`src/rtl/ruler_ctrl_if.sv`:
```
// Handshake bundle between the ruler controller and its environment (enable, feedback, strobe/dir, error).
interface ruler_ctrl_if #(
  parameter int unsigned RULER_WIDTH = 8
);
  logic                   en_i;
  logic [RULER_WIDTH-1:0] ruler_i;
  logic                   stb_o;
  logic                   dir_o;
  logic                   err_o;

  modport master (
    output en_i,
    output ruler_i,
    input  stb_o,
    input  dir_o,
    input  err_o
  );

  modport slave (
    input  en_i,
    input  ruler_i,
    output stb_o,
    output dir_o,
    output err_o
  );
endinterface

```
`src/rtl/ruler_ctrl.sv`:
```
// Bouncing-LED ruler controller: prescaled step strobes, corner reversal, sticky one-hot fault.
// Optional RULER_CTRL_BOUNCE_CNT_EN adds a saturating 16-bit reversal counter on bounce_o.
module ruler_ctrl #(
  parameter int unsigned RULER_WIDTH = 8,
  parameter int unsigned TRIGGER_CNT = 50000000,
  parameter int unsigned CNT_WIDTH   = 26
) (
  input  logic         clk_i,
  input  logic         rst_i,
  ruler_ctrl_if.slave  bus
`ifdef RULER_CTRL_BOUNCE_CNT_EN
  ,
  output logic [15:0]  bounce_o
`endif
);

  typedef enum logic [1:0] {StIdle, StLeft, StRight, StFault} state_e;

  localparam logic [CNT_WIDTH-1:0] CntMax = CNT_WIDTH'(TRIGGER_CNT - 1);

  state_e                 state_q, state_d;
  logic [CNT_WIDTH-1:0]   cnt_q, cnt_d;
  logic                   stb_q, stb_d;
  logic                   dir_q, dir_d;
  logic                   err_q, err_d;
  logic                   one_hot;
  logic                   tick;
  logic [RULER_WIDTH-1:0] ruler;

  assign ruler   = bus.ruler_i;
  assign one_hot = (ruler != '0) && ((ruler & (ruler - RULER_WIDTH'(1))) == '0);
  assign tick    = bus.en_i && (cnt_q == CntMax) &&
                   ((state_q == StLeft) || (state_q == StRight));

  always_comb begin
    state_d = state_q;
    cnt_d   = cnt_q;
    stb_d   = 1'b0;
    dir_d   = dir_q;
    err_d   = err_q;
    unique case (state_q)
      StIdle: begin
        if (bus.en_i) begin
          state_d = StLeft;
          cnt_d   = '0;
        end
      end
      StLeft, StRight: begin
        if (tick) begin
          cnt_d = '0;
          // A corrupt sample wins over any corner decision.
          if (!one_hot) begin
            state_d = StFault;
            err_d   = 1'b1;
          end else if ((state_q == StLeft) && ruler[RULER_WIDTH-1]) begin
            state_d = StRight;
            dir_d   = 1'b1;
            stb_d   = 1'b1;
          end else if ((state_q == StRight) && ruler[0]) begin
            state_d = StLeft;
            dir_d   = 1'b0;
            stb_d   = 1'b1;
          end else begin
            stb_d   = 1'b1;
          end
        end else if (bus.en_i) begin
          cnt_d = cnt_q + CNT_WIDTH'(1);
        end
      end
      StFault: begin
        err_d = 1'b1;
      end
      default: state_d = StIdle;
    endcase
  end

  always_ff @(posedge clk_i) begin
    if (rst_i) begin
      state_q <= StIdle;
      cnt_q   <= '0;
      stb_q   <= 1'b0;
      dir_q   <= 1'b0;
      err_q   <= 1'b0;
    end else begin
      state_q <= state_d;
      cnt_q   <= cnt_d;
      stb_q   <= stb_d;
      dir_q   <= dir_d;
      err_q   <= err_d;
    end
  end

  assign bus.stb_o = stb_q;
  assign bus.dir_o = dir_q;
  assign bus.err_o = err_q;

`ifdef RULER_CTRL_BOUNCE_CNT_EN
  logic [15:0] bounce_q, bounce_d;

  always_comb begin
    bounce_d = bounce_q;
    if (stb_d && (dir_d != dir_q) && (bounce_q != 16'hFFFF)) begin
      bounce_d = bounce_q + 16'd1;
    end
  end

  always_ff @(posedge clk_i) begin
    if (rst_i) begin
      bounce_q <= '0;
    end else begin
      bounce_q <= bounce_d;
    end
  end

  assign bounce_o = bounce_q;
`endif

endmodule
```
`src/flat_wrapper.sv`:
```
// flat-port wrapper written by rule: the top's interface ports become plain ports
module ruler_ctrl_flat 
#(
  parameter int unsigned RULER_WIDTH = 8,
  parameter int unsigned TRIGGER_CNT = 50000000,
  parameter int unsigned CNT_WIDTH   = 26
)
  (clk_i, rst_i, bus_en_i, bus_ruler_i, bus_stb_o, bus_dir_o, bus_err_o);
  ruler_ctrl_if #(.RULER_WIDTH(RULER_WIDTH)) bus_i ();
  input  logic clk_i;
  input  logic rst_i;
  input wire logic [$bits(bus_i.en_i)-1:0] bus_en_i;
  input wire logic [$bits(bus_i.ruler_i)-1:0] bus_ruler_i;
  output wire logic [$bits(bus_i.stb_o)-1:0] bus_stb_o;
  output wire logic [$bits(bus_i.dir_o)-1:0] bus_dir_o;
  output wire logic [$bits(bus_i.err_o)-1:0] bus_err_o;
  assign bus_i.en_i = bus_en_i;
  assign bus_i.ruler_i = bus_ruler_i;
  assign bus_stb_o = bus_i.stb_o;
  assign bus_dir_o = bus_i.dir_o;
  assign bus_err_o = bus_i.err_o;
  ruler_ctrl #(.RULER_WIDTH(RULER_WIDTH), .TRIGGER_CNT(TRIGGER_CNT), .CNT_WIDTH(CNT_WIDTH)) u_core (.clk_i(clk_i), .rst_i(rst_i), .bus(bus_i));
endmodule
```
`config.mk`:
```
export PLATFORM = sky130hd
export DESIGN_NAME = ruler_ctrl_flat
export DESIGN_NICKNAME = d
export VERILOG_FILES = /design/src/rtl/ruler_ctrl_if.sv /design/src/rtl/ruler_ctrl.sv /design/src/flat_wrapper.sv
export SDC_FILE = /design/constraint.sdc
export NUM_CORES = 1
export LEC_CHECK = 0
export CORE_ASPECT_RATIO = 2
export CORE_UTILIZATION = 45
export DETAILED_ROUTE_END_ITERATION = 7
export PLACE_DENSITY = 0.77
export SYNTH_ARGS = -nofsm -noshare
export SYNTH_HDL_FRONTEND = slang
export SYNTH_SLANG_ARGS = --single-unit
```
`constraint.sdc`:
```
create_clock -name clk_i -period 2.1 [get_ports clk_i]
set_input_delay 0.21 -clock clk_i [delete_from_list [all_inputs] [get_ports clk_i]]
set_output_delay 0.21 -clock clk_i [all_outputs]
set_load 0.02 [all_outputs]
```
==> impl_metrics.toml <==
[run_status]
status = "finished with violations"
violations = "design-rule violations"

[timing]
period_share_pct = 98.0
worst-slew-pin-transition_ps = 324
slew_headroom_pct = 78.2
tns_ps = 0
setup_violations = 0
min_period_ps = 2060
finClkSkew_ps = 6.62
finalHoldViolCount = 0
finalMaxSlewViolations = 0
max_freq_ghz = 0.486
postLayoutSetupSlackWorst_ps = 43.0

[power]
p_seq_share_pct = 49.6
internal_power_mw = 0.919
p_leak_nw = 0.805
power.clock.fraction_pct = 39.1
sw_frac_of_total_pct = 24.0
power_density_nw_per_um2 = 564
power_frac_comb_pct = 11.4
max-vdd-ir-drop_mv = 0.393
switchingPower_mw = 0.290

[cts]
clock_sinks = 31
clk_path_buf_depth = 2
cts-hold-fix-buffers = 0
root_buffer = "clkbuf_8"
insertion_delay_ps = 280
cts-htree-levels = 2
path_clk_slew_ps = 70
numCtsBuffers = 5
cts_tree = "built"

[critical_path]
rr_endpoint = "u_core.state_q[0]$_SDFFE_PP0P_"
path_delay_family = "simple AND/OR/NAND/NOR gates"
rrSetupSlack_ps = 100
crit_arrival_ps = 2230
r2r-start = "u_core.cnt_q[16]$_SDFFE_PP0P_"
slowest_stage = "clkdlybuf4s50_1"
crit_chain = "clkdlybuf4s50_1 -> or4b_4 -> nor4_4 -> nand2_1 -> or3_1 -> o211a_1"
critical_path.endpoint_type = "flip-flop"
cp_num_buf_inv = 1
crit_required_ps = 2280
path_class = "input pin to flip-flop"
cp_max_fo = 2
start_kind = "input pin"
critPathMaxStageDelay_ps = 530
worst-r2r-cell-count = 5

[detailed_routing]
top_layer_used = "met4"
wl_met2_mm = 2.21
firstDrtPassIters = 8
first_iter_violations = 34
wirelength_met1_mm = 1.47
vias_per_cell = 5.64
met3_length_um = 125
post_drt_wl_per_cell_um = 15.1
num_vias = 1484
drc = 2
drtAntennaViolNets = 0
wl_mm = 3.98

[die]
die_area_um2 = 3820
core_area_um2 = 3380
die_h_um = 86.4
start_util_pct = 47.5
std_cell_rows = 30
die_w_um = 44.2
ios = 14

[logic_synthesis]
synth_cell_type_count = 34
mappedNetlistArea_um2 = 1600
synth_warnings = 0
synth-seq-cells = 31
ys.flop_type = "dfxtp_1"
syn-num-nets = 204
synthArstFlopShare_pct = 0
ys_seq_area_share_pct = 38.7
syn_inst = 188
avgSynthCellArea_um2 = 8.53
synth_edf_count = 0

[cells_and_area]
num_antenna_cells = 0
final_area_um2 = 2140
nNetsFinal = 247
fin_util_pct = 63.4
fill_cells = 264
area_delta_synth_final_pct = 33.6
layout_common_cells = "35 x nor2_1, 28 x dfxtp_1, 24 x buf_4"
layout_commonest_cell = "nor2_1"
drive_gt1_share_pct = 23.8

[global_routing]
grt_usage_pct = 21.3
overflow = 0
grt_start_max_net_pins = 27
grt_pass1_wl_mm = 6.11
first_global_vias = 1499
antenna_found_initial = 0

[place]
pre_cts_slack_ps = -106
dp_hpwl_mm = 2.72
port_buffers = 13
gp_congestion = 0.827
placed_cell_area_um2 = 1960

[worst_hold_path]
worstHoldStart = "u_core.bus.dir_o$_SDFFE_PP0P_"
hold_class = "flip-flop to flip-flop"
min_path_cells = 2
whs_endpoint = "u_core.bus.dir_o$_SDFFE_PP0P_"

[job]
maxCapViolations = 0
kinds of logic after synthesis:
| group | synth area share (%) |
|---|---|
| AOI/OAI and AO/OA | 6.01 |
| adders and majority gates | 3.90 |
| DFF | 38.7 |
| and+or+nand+nor | 34.8 |
| xor gates and xnor gates | 13.7 |
| muxes | 0.624 |
| buffers and inverters | 2.34 |
metrics by stage:
step,hold WS (ps),std cells,power (mW)
floorplan,279,188,0.669
global placement,458,256,0.739
detailed placement,461,256,0.740
CTS,470,263,1.21
global route,498,263,1.24
finish,467,263,1.21
area by class of cell:
type / instances / area, um^2 / area share (%)
clock buffers: 6 / 82.6 / 3.85
clock inverters: 1 / 5.00 / 0.234
inverters: 5 / 18.8 / 0.876
multi-input cells: 149 / 1030 / 48.1
flip-flops and latches: 31 / 624 / 29.1
well taps: 32 / 40.0 / 1.87
repair buffers: 39 / 342 / 15.9
flip-flops by register name, summed over array words and instances, names as in the netlist:
register	cells
u_core.bus.dir_o	1
u_core.bus.stb_o	1
u_core.cnt_q	26
u_core.state_q	2
u_core.bus.err_o	1
worst min-delay path: stages (launching register included):
cell     delay (ps)
dfxtp_1         310
o31ai_1          60
a21oi_1          50
power groups by stage:
| stage | clock, mW | sequential [mW] | combinational, mW |
|---|---|---|---|
| after floorplan | 0 | 0.611 | 0.0575 |
| after global placement | 0 | 0.610 | 0.129 |
| after detailed placement | 0 | 0.610 | 0.130 |
| after CTS | 0.480 | 0.597 | 0.132 |
| after global routing | 0.493 | 0.600 | 0.148 |
| final | 0.473 | 0.599 | 0.137 |
worst max path at each step:
stage / start / endpoint / slack (ps) / cells past startpoint
6_report: bus_en_i / u_core.state_q[0]$_SDFFE_PP0P_ / 40 / 6
5_1_grt: bus_en_i / u_core.state_q[0]$_SDFFE_PP0P_ / -40 / 6
4_1_cts: u_core.state_q[0]$_SDFFE_PP0P_ / u_core.cnt_q[21]$_SDFFE_PP0P_ / 4 / 8
3_5_place_dp: bus_ruler_i[2] / u_core.state_q[0]$_SDFFE_PP0P_ / -110 / 8
3_3_place_gp: bus_ruler_i[2] / u_core.state_q[0]$_SDFFE_PP0P_ / -100 / 8
2_1_floorplan: u_core.state_q[0]$_SDFFE_PP0P_ / u_core.cnt_q[23]$_SDFFE_PP0P_ / -2 / 8
what timing repair did:
action,4_1_cts,5_1_grt
setup buffers,0,2
pin swaps,0,7
endpoints found under the setup margin,6,25
resized for setup,2,18
layer usage:
layer | global-route usage [%] | vias to the layer above
met1 | 19.8 | 695
met4 | 11.3 | 0
met2 | 40.4 | 39
li1 | - | 732
met5 | 0 | -
met3 | 4.17 | 18
cell usage after synthesis (all sizes together), types with 3 or more instances:
library cell  instances  area (um^2)
nor3                  4         20.0
dfxtp                31          621
a21oi                 3         15.0
nand2                21         78.8
and3                  5         31.3
nand4                 7         50.1
nor4                  4         46.3
inv                   5         18.8
o21ai                 4         20.0
nand4b                5         43.8
ha                    5         62.6
nand3                 9         45.0
xor2                 15          131
xnor2                10         87.6
nor2                 38          143
(Power assumes the default switching activity.)
==> edit 1, RTL diff (same flow settings) <==
The 4 states of `state_e` get a one-hot encoding in 4 bits.
--- a/src/rtl/ruler_ctrl.sv
+++ b/src/rtl/ruler_ctrl.sv
@@ -15,5 +15,5 @@
 );
 
-  typedef enum logic [1:0] {StIdle, StLeft, StRight, StFault} state_e;
+  typedef enum logic [3:0] {StIdle = 4'b0001, StLeft = 4'b0010, StRight = 4'b0100, StFault = 4'b1000} state_e;
 
   localparam logic [CNT_WIDTH-1:0] CntMax = CNT_WIDTH'(TRIGGER_CNT - 1);
Check against the original RTL: no difference found for any inputs over 10 cycles, from zero or initial values and one cycle with rst_i high; not proved beyond that.
==> edit 1 against the unedited design <==
Worst setup slack lost 0.0044 ns. Critical path type is now flop to flop. Sequential cell count grew 2. Hold slack gained 0.012 ns. Design area grew 2.5%. Synthesized area grew 8.0%. Count of clock-buffer cells in the layout grew 1. Wire length grew 4.8%. Critical endpoint is now u_core.state_q[1]$_SDFFE_PP0P_. Largest cell class unchanged. Power grew 5.4%.
==> edit 1: results (changes against the unedited design) <==
[outcome]
status=complete, no violations

[synth]
synth_nets=226  ; +11%
synth.distinct_cells=40  ; +18%
synth.area.top_cells=dfxtp_1, nor2_1, xor2_1
synth.top_cells.by_count=nor2_1, dfxtp_1, nand2_1, xor2_1, nor3_1
postSynthAreaPerCell_um2=8.09  ; -5.2%
ys_seq_area_share_pct=38.2  ; -0.54 points
async_flop_share_pct=0  ; unchanged

[power]
static-leakage-power_uw=0.000766  ; -4.8%
p_int_uw=963  ; +4.7%
vdd_ir_drop_max_mv=0.433  ; +10%

[place]
dp_hpwl_um=3170  ; +16%
placed_cells=294  ; +15%
portBuffers=13  ; unchanged
place.gp.congestion=0.963  ; +17%

[layout]
drive_above_1_share_pct=19.0  ; -4.8 points
reg.largest.list=u_core.cnt_q x26, u_core.state_q x4
nNetsFinal=265  ; +7.3%

[timing]
period_share_pct=98.2  ; +0.21 points
maxSlewHeadroom_pct=64.8  ; -13 points
skew_ns=0.00307  ; -0.00356 ns

[grt]
grt_max_degree=16  ; -41%
grt_pass1_vias=1756  ; +17%
grt.total_usage_pct=23.0  ; +1.8 points
grt_pass1_wl_um=7060  ; +16%

[routing]
drtPass1Iterations=4  ; -4
drt_iter0_drc=37  ; +8.8%
viasPerCell=5.60  ; -0.83%
wl_per_cell_um=13.8  ; -8.8%
wirelength_um=4170  ; +4.8%

[clock_network]
clock_latency_ns=0.28  ; about the same
cts_buffers=5  ; unchanged
clockBufferDepth=2  ; unchanged

[worst_setup_path]
critPathMaxFanout=5  ; +3

## edit 1: per-stage QoR
stage | util (%) | setup slack (ns) | hold slack [ns] | area [um2]
floorplan | - | 0.0204 | 0.279 | 1730
global placement | 56.7 | -0.111 | 0.459 | 2070
detailed placement | 56.7 | -0.191 | 0.466 | 2070
CTS | 59.4 | 0.00731 | 0.479 | 2160
global route | 60.3 | -0.0544 | 0.521 | 2200
finish | 60.3 | 0.0386 | 0.479 | 2200
## edit 1: worst paths after layout
path / startpoint / end / slack, ns / cells past startpoint
max: u_core.cnt_q[9]$_SDFFE_PP0P_ / u_core.state_q[1]$_SDFFE_PP0P_ / 0.04 / 7
min: u_core.bus.err_o$_SDFFE_PP0P_ / u_core.bus.err_o$_SDFFE_PP0P_ / 0.48 / 2
max reg2reg: u_core.cnt_q[9]$_SDFFE_PP0P_ / u_core.state_q[1]$_SDFFE_PP0P_ / 0.04 / 7
min reg2reg: u_core.bus.err_o$_SDFFE_PP0P_ / u_core.bus.err_o$_SDFFE_PP0P_ / 0.48 / 2
## edit 1: what timing repair did
item / CTS / global route
resized for setup: 1 / 9
cloned: 0 / 0
buffers inserted: 1 / 0
pin swaps: 4 / 3
endpoints found under the setup margin: 2 / 28
hold buffers: 0 / 0
## edit 1: power groups by stage
| stage | clock network (uW) | registers, uW | logic, uW |
|---|---|---|---|
| after detailed placement | 0 | 657 | 152 |
| after CTS | 495 | 643 | 154 |
| after floorplan | 0 | 649 | 96.9 |
| after global routing | 520 | 644 | 174 |
| final | 473 | 644 | 158 |
| after global placement | 0 | 656 | 149 |
## edit 1: logic make-up (layout without fill, tap and decap cells)
kind of cell | after synthesis | after routing | synth area share, %
AND/OR/NAND/NOR | 123 | 123 | 36.4
flip-flops | 33 | 33 | 38.2
XOR/XNOR | 24 | 24 | 12.1
AO/OA/AOI/OAI | 20 | 20 | 8.02
buffers and inverters | 13 | 52 | 4.55
adder cells (fa/ha/maj) | 1 | 1 | 0.722
## edit 1: final cells by class
type / count / area (um2)
timing repair buffer: 42 / 352
multi-input combinational: 168 / 1020
inverter: 3 / 11.3
sequential: 33 / 662
tap: 49 / 61.3
clock buffer: 7 / 86.3
fill: 347 / 1450
## edit 1: layer usage
layer  share of wire, %  wire length, um  track usage, %
met5                  0                0               0
met4                5.9              247            18.6
met1                 36             1490            20.7
met2                 55             2310            40.4
met3                2.9              122            3.61
## edit 1: worst max-delay path, cell delays in order, from the launching register on
cell       delay [ns]
dfxtp_2          0.32
or4_4            0.53
nor4_2           0.25
and3_1           0.20
buf_4            0.12
nor2_4           0.05
o31a_1           0.30
a2111oi_2        0.20
==> edit 2, RTL diff (same settings) <==
Without the edit above. `RULER_WIDTH` is set to 8 in 3 places; all go to 6.
--- a/src/rtl/ruler_ctrl_if.sv
+++ b/src/rtl/ruler_ctrl_if.sv
@@ -1,5 +1,5 @@
 // Handshake bundle between the ruler controller and its environment (enable, feedback, strobe/dir, error).
 interface ruler_ctrl_if #(
-  parameter int unsigned RULER_WIDTH = 8
+  parameter int unsigned RULER_WIDTH = 6
 );
   logic                   en_i;
--- a/src/rtl/ruler_ctrl.sv
+++ b/src/rtl/ruler_ctrl.sv
@@ -2,5 +2,5 @@
 // Optional RULER_CTRL_BOUNCE_CNT_EN adds a saturating 16-bit reversal counter on bounce_o.
 module ruler_ctrl #(
-  parameter int unsigned RULER_WIDTH = 8,
+  parameter int unsigned RULER_WIDTH = 6,
   parameter int unsigned TRIGGER_CNT = 50000000,
   parameter int unsigned CNT_WIDTH   = 26
--- a/src/flat_wrapper.sv
+++ b/src/flat_wrapper.sv
@@ -2,5 +2,5 @@
 module ruler_ctrl_flat 
 #(
-  parameter int unsigned RULER_WIDTH = 8,
+  parameter int unsigned RULER_WIDTH = 6,
   parameter int unsigned TRIGGER_CNT = 50000000,
   parameter int unsigned CNT_WIDTH   = 26
Ports: changed (resized bus_ruler_i); port bits go from 14 to 12. The function was not compared with the original's and may differ.
==> edit 2 against the unedited design <==
The run ends with design-rule violations, negative setup slack left. Synthesized cell count fell by 3.7%. Sequential cell count did not move. Power rose by 11%. Critical endpoint unchanged. Critical path depth rose by 1. Register-to-register slack got worse by 0.12 ns. Wire length fell by 9.0%. Design area fell by 3.9%. Synthesized area fell by 3.4%. Core utilization rose by 0.37 points. Worst setup slack got worse by 0.066 ns. Clock skew rose by 0.0016 ns. Maximum frequency fell by 3.1%. Non-clock buffer count fell by 4.
==> edit 2: results (changes against the unedited design) <==
[routing]
met2_length_um=2050  ; -7.4%
viasPerCell=5.63  ; -0.28%
drtPass1Iterations=6  ; -2
drt_iter0_drc=23  ; -32%
route.detailed.drc=8  ; +6
wl_met3_um=128  ; +2.4%
met1_length_um=1320  ; -10%
top_layer=met4
dr_total_vias=1418  ; -4.4%
wl_per_cell_um=14.4  ; -5.0%

[power]
static-leakage-power_uw=0.000749  ; -7.0%
p_seq_share_pct=44.4  ; -5.2 points
power_switching_uw=302  ; +4.1%
vdd_ir_drop_max_mv=0.606  ; +54%
seq_power_uw=597  ; about the same

[worst_setup_path]
rr_worst_depth=7  ; +2
cp_slowest_cell=or4_4
endpoint_kind=flop
r2r-start=u_core.cnt_q[5]$_SDFFE_PP0P_
r2r-end=u_core.state_q[0]$_SDFFE_PP0P_
cpPeakStageDelay_ns=0.56  ; +0.03 ns
cp.arrival_ns=2.28  ; +0.05 ns
start_kind=flop
critPathMaxFanout=6  ; +4

[synth]
synth_top_area_share_pct=40.0  ; +1.3 points
ys_seq_area_share_pct=40.0  ; +1.3 points
synth.distinct_cells=36  ; +5.9%
synth.area.top_cells=dfxtp_1, nor2_1, xor2_1
synth_nets=195  ; -4.4%
synth.top_cells.by_count=nor2_1, dfxtp_1, nand2_1, nand3_1, xor2_1
postSynthAreaPerCell_um2=8.56  ; +0.38%
yosysWarnings=0  ; unchanged

[grt]
grtUsageMet2_pct=37.7  ; -2.6 points
grt_pass1_wl_um=5710  ; -6.4%
use_met1_pct=19.0  ; -0.88 points
grt.total_usage_pct=20.5  ; -0.73 points
use_met3_pct=5.53  ; +1.4 points
antenna_found_initial=0  ; unchanged

[layout]
fill_cells=273  ; +3.4%
reg.largest.list=u_core.cnt_q x26, u_core.state_q x2
drive_above_1_share_pct=23.5  ; -0.28 points
nNetsFinal=234  ; -5.3%

[timing]
fin_hold_ws_ns=0.475  ; +0.00806 ns
setup_violations=1  ; +1
fin_ws_ns=-0.0230  ; -0.0660 ns
skew_ns=0.00825  ; +0.00163 ns
worst_slew_pin_slew_ns=0.367  ; +0.0426 ns
tns_ns=-0.0230  ; -0.0230 ns

[outcome]
status=complete, but fails checks
violations=design-rule violations, negative setup slack

[place]
place_ws_ns=-0.130  ; -0.0234 ns
place.gp.congestion=0.837  ; +1.3%
dp_hpwl_um=2620  ; -3.8%
place_area_um2=1830  ; -6.6%
portBuffers=11  ; -2
placed_cells=239  ; -6.6%

[clock_network]
clock_latency_ns=0.29
htreeDepth=2  ; unchanged

==> edit 2: changes by cell type after synthesis, moves of 4 or more <==
cell	unedited run	this run
nand3_1	9	14
and3_1	5	1
nand4b_1	5	0
nor4_1	2	6
nand2_1	21	14
nor2_1	38	34
==> edit 2: how the worst min path moves through the flow <==
stage,to
final,u_core.bus.dir_o$_SDFFE_PP0P_
after global routing,u_core.bus.dir_o$_SDFFE_PP0P_
after CTS,u_core.bus.dir_o$_SDFFE_PP0P_
after detailed placement,u_core.bus.dir_o$_SDFFE_PP0P_
after global placement,u_core.bus.dir_o$_SDFFE_PP0P_
after floorplan,u_core.bus.dir_o$_SDFFE_PP0P_
==> edit 2: area by class of cell <==
cell class / count / area (um2) / area share [%]
multi-input combinational: 143 / 955 / 46.3
clock inverter: 2 / 35.0 / 1.70
sequential: 31 / 628 / 30.5
timing repair buffer: 35 / 307 / 14.9
tap: 31 / 38.8 / 1.88
inverter: 4 / 15.0 / 0.729
clock buffer: 6 / 82.6 / 4.01
==> edit 2: what timing repair did <==
action                                  CTS  global route
setup buffers                             0             5
endpoints found under the setup margin    1            29
pin swaps                                 1             6
gates resized for setup                   0            18
hold buffers                              0             0
==> edit 2: worst max-delay path, delay by kind of cell (launching register included) <==
family / cells / cell delay (ns)
buffers and inverters: 1 / 0.16
and+or+nand+nor: 5 / 1.35
AOI/OAI and AO/OA: 1 / 0.10
DFF: 1 / 0.38
==> edit 2: cells by family (layout without fill, tap and decap cells) <==
logic type / Yosys count / in the layout / synth area share (%)
simple gates: 96 / 96 / 32.0
compound gates: 15 / 15 / 6.38
mux: 1 / 1 / 0.646
fa+ha+maj: 5 / 5 / 4.04
flops: 31 / 31 / 40.0
xor+xnor: 26 / 26 / 14.7
buf+inv: 7 / 47 / 2.26
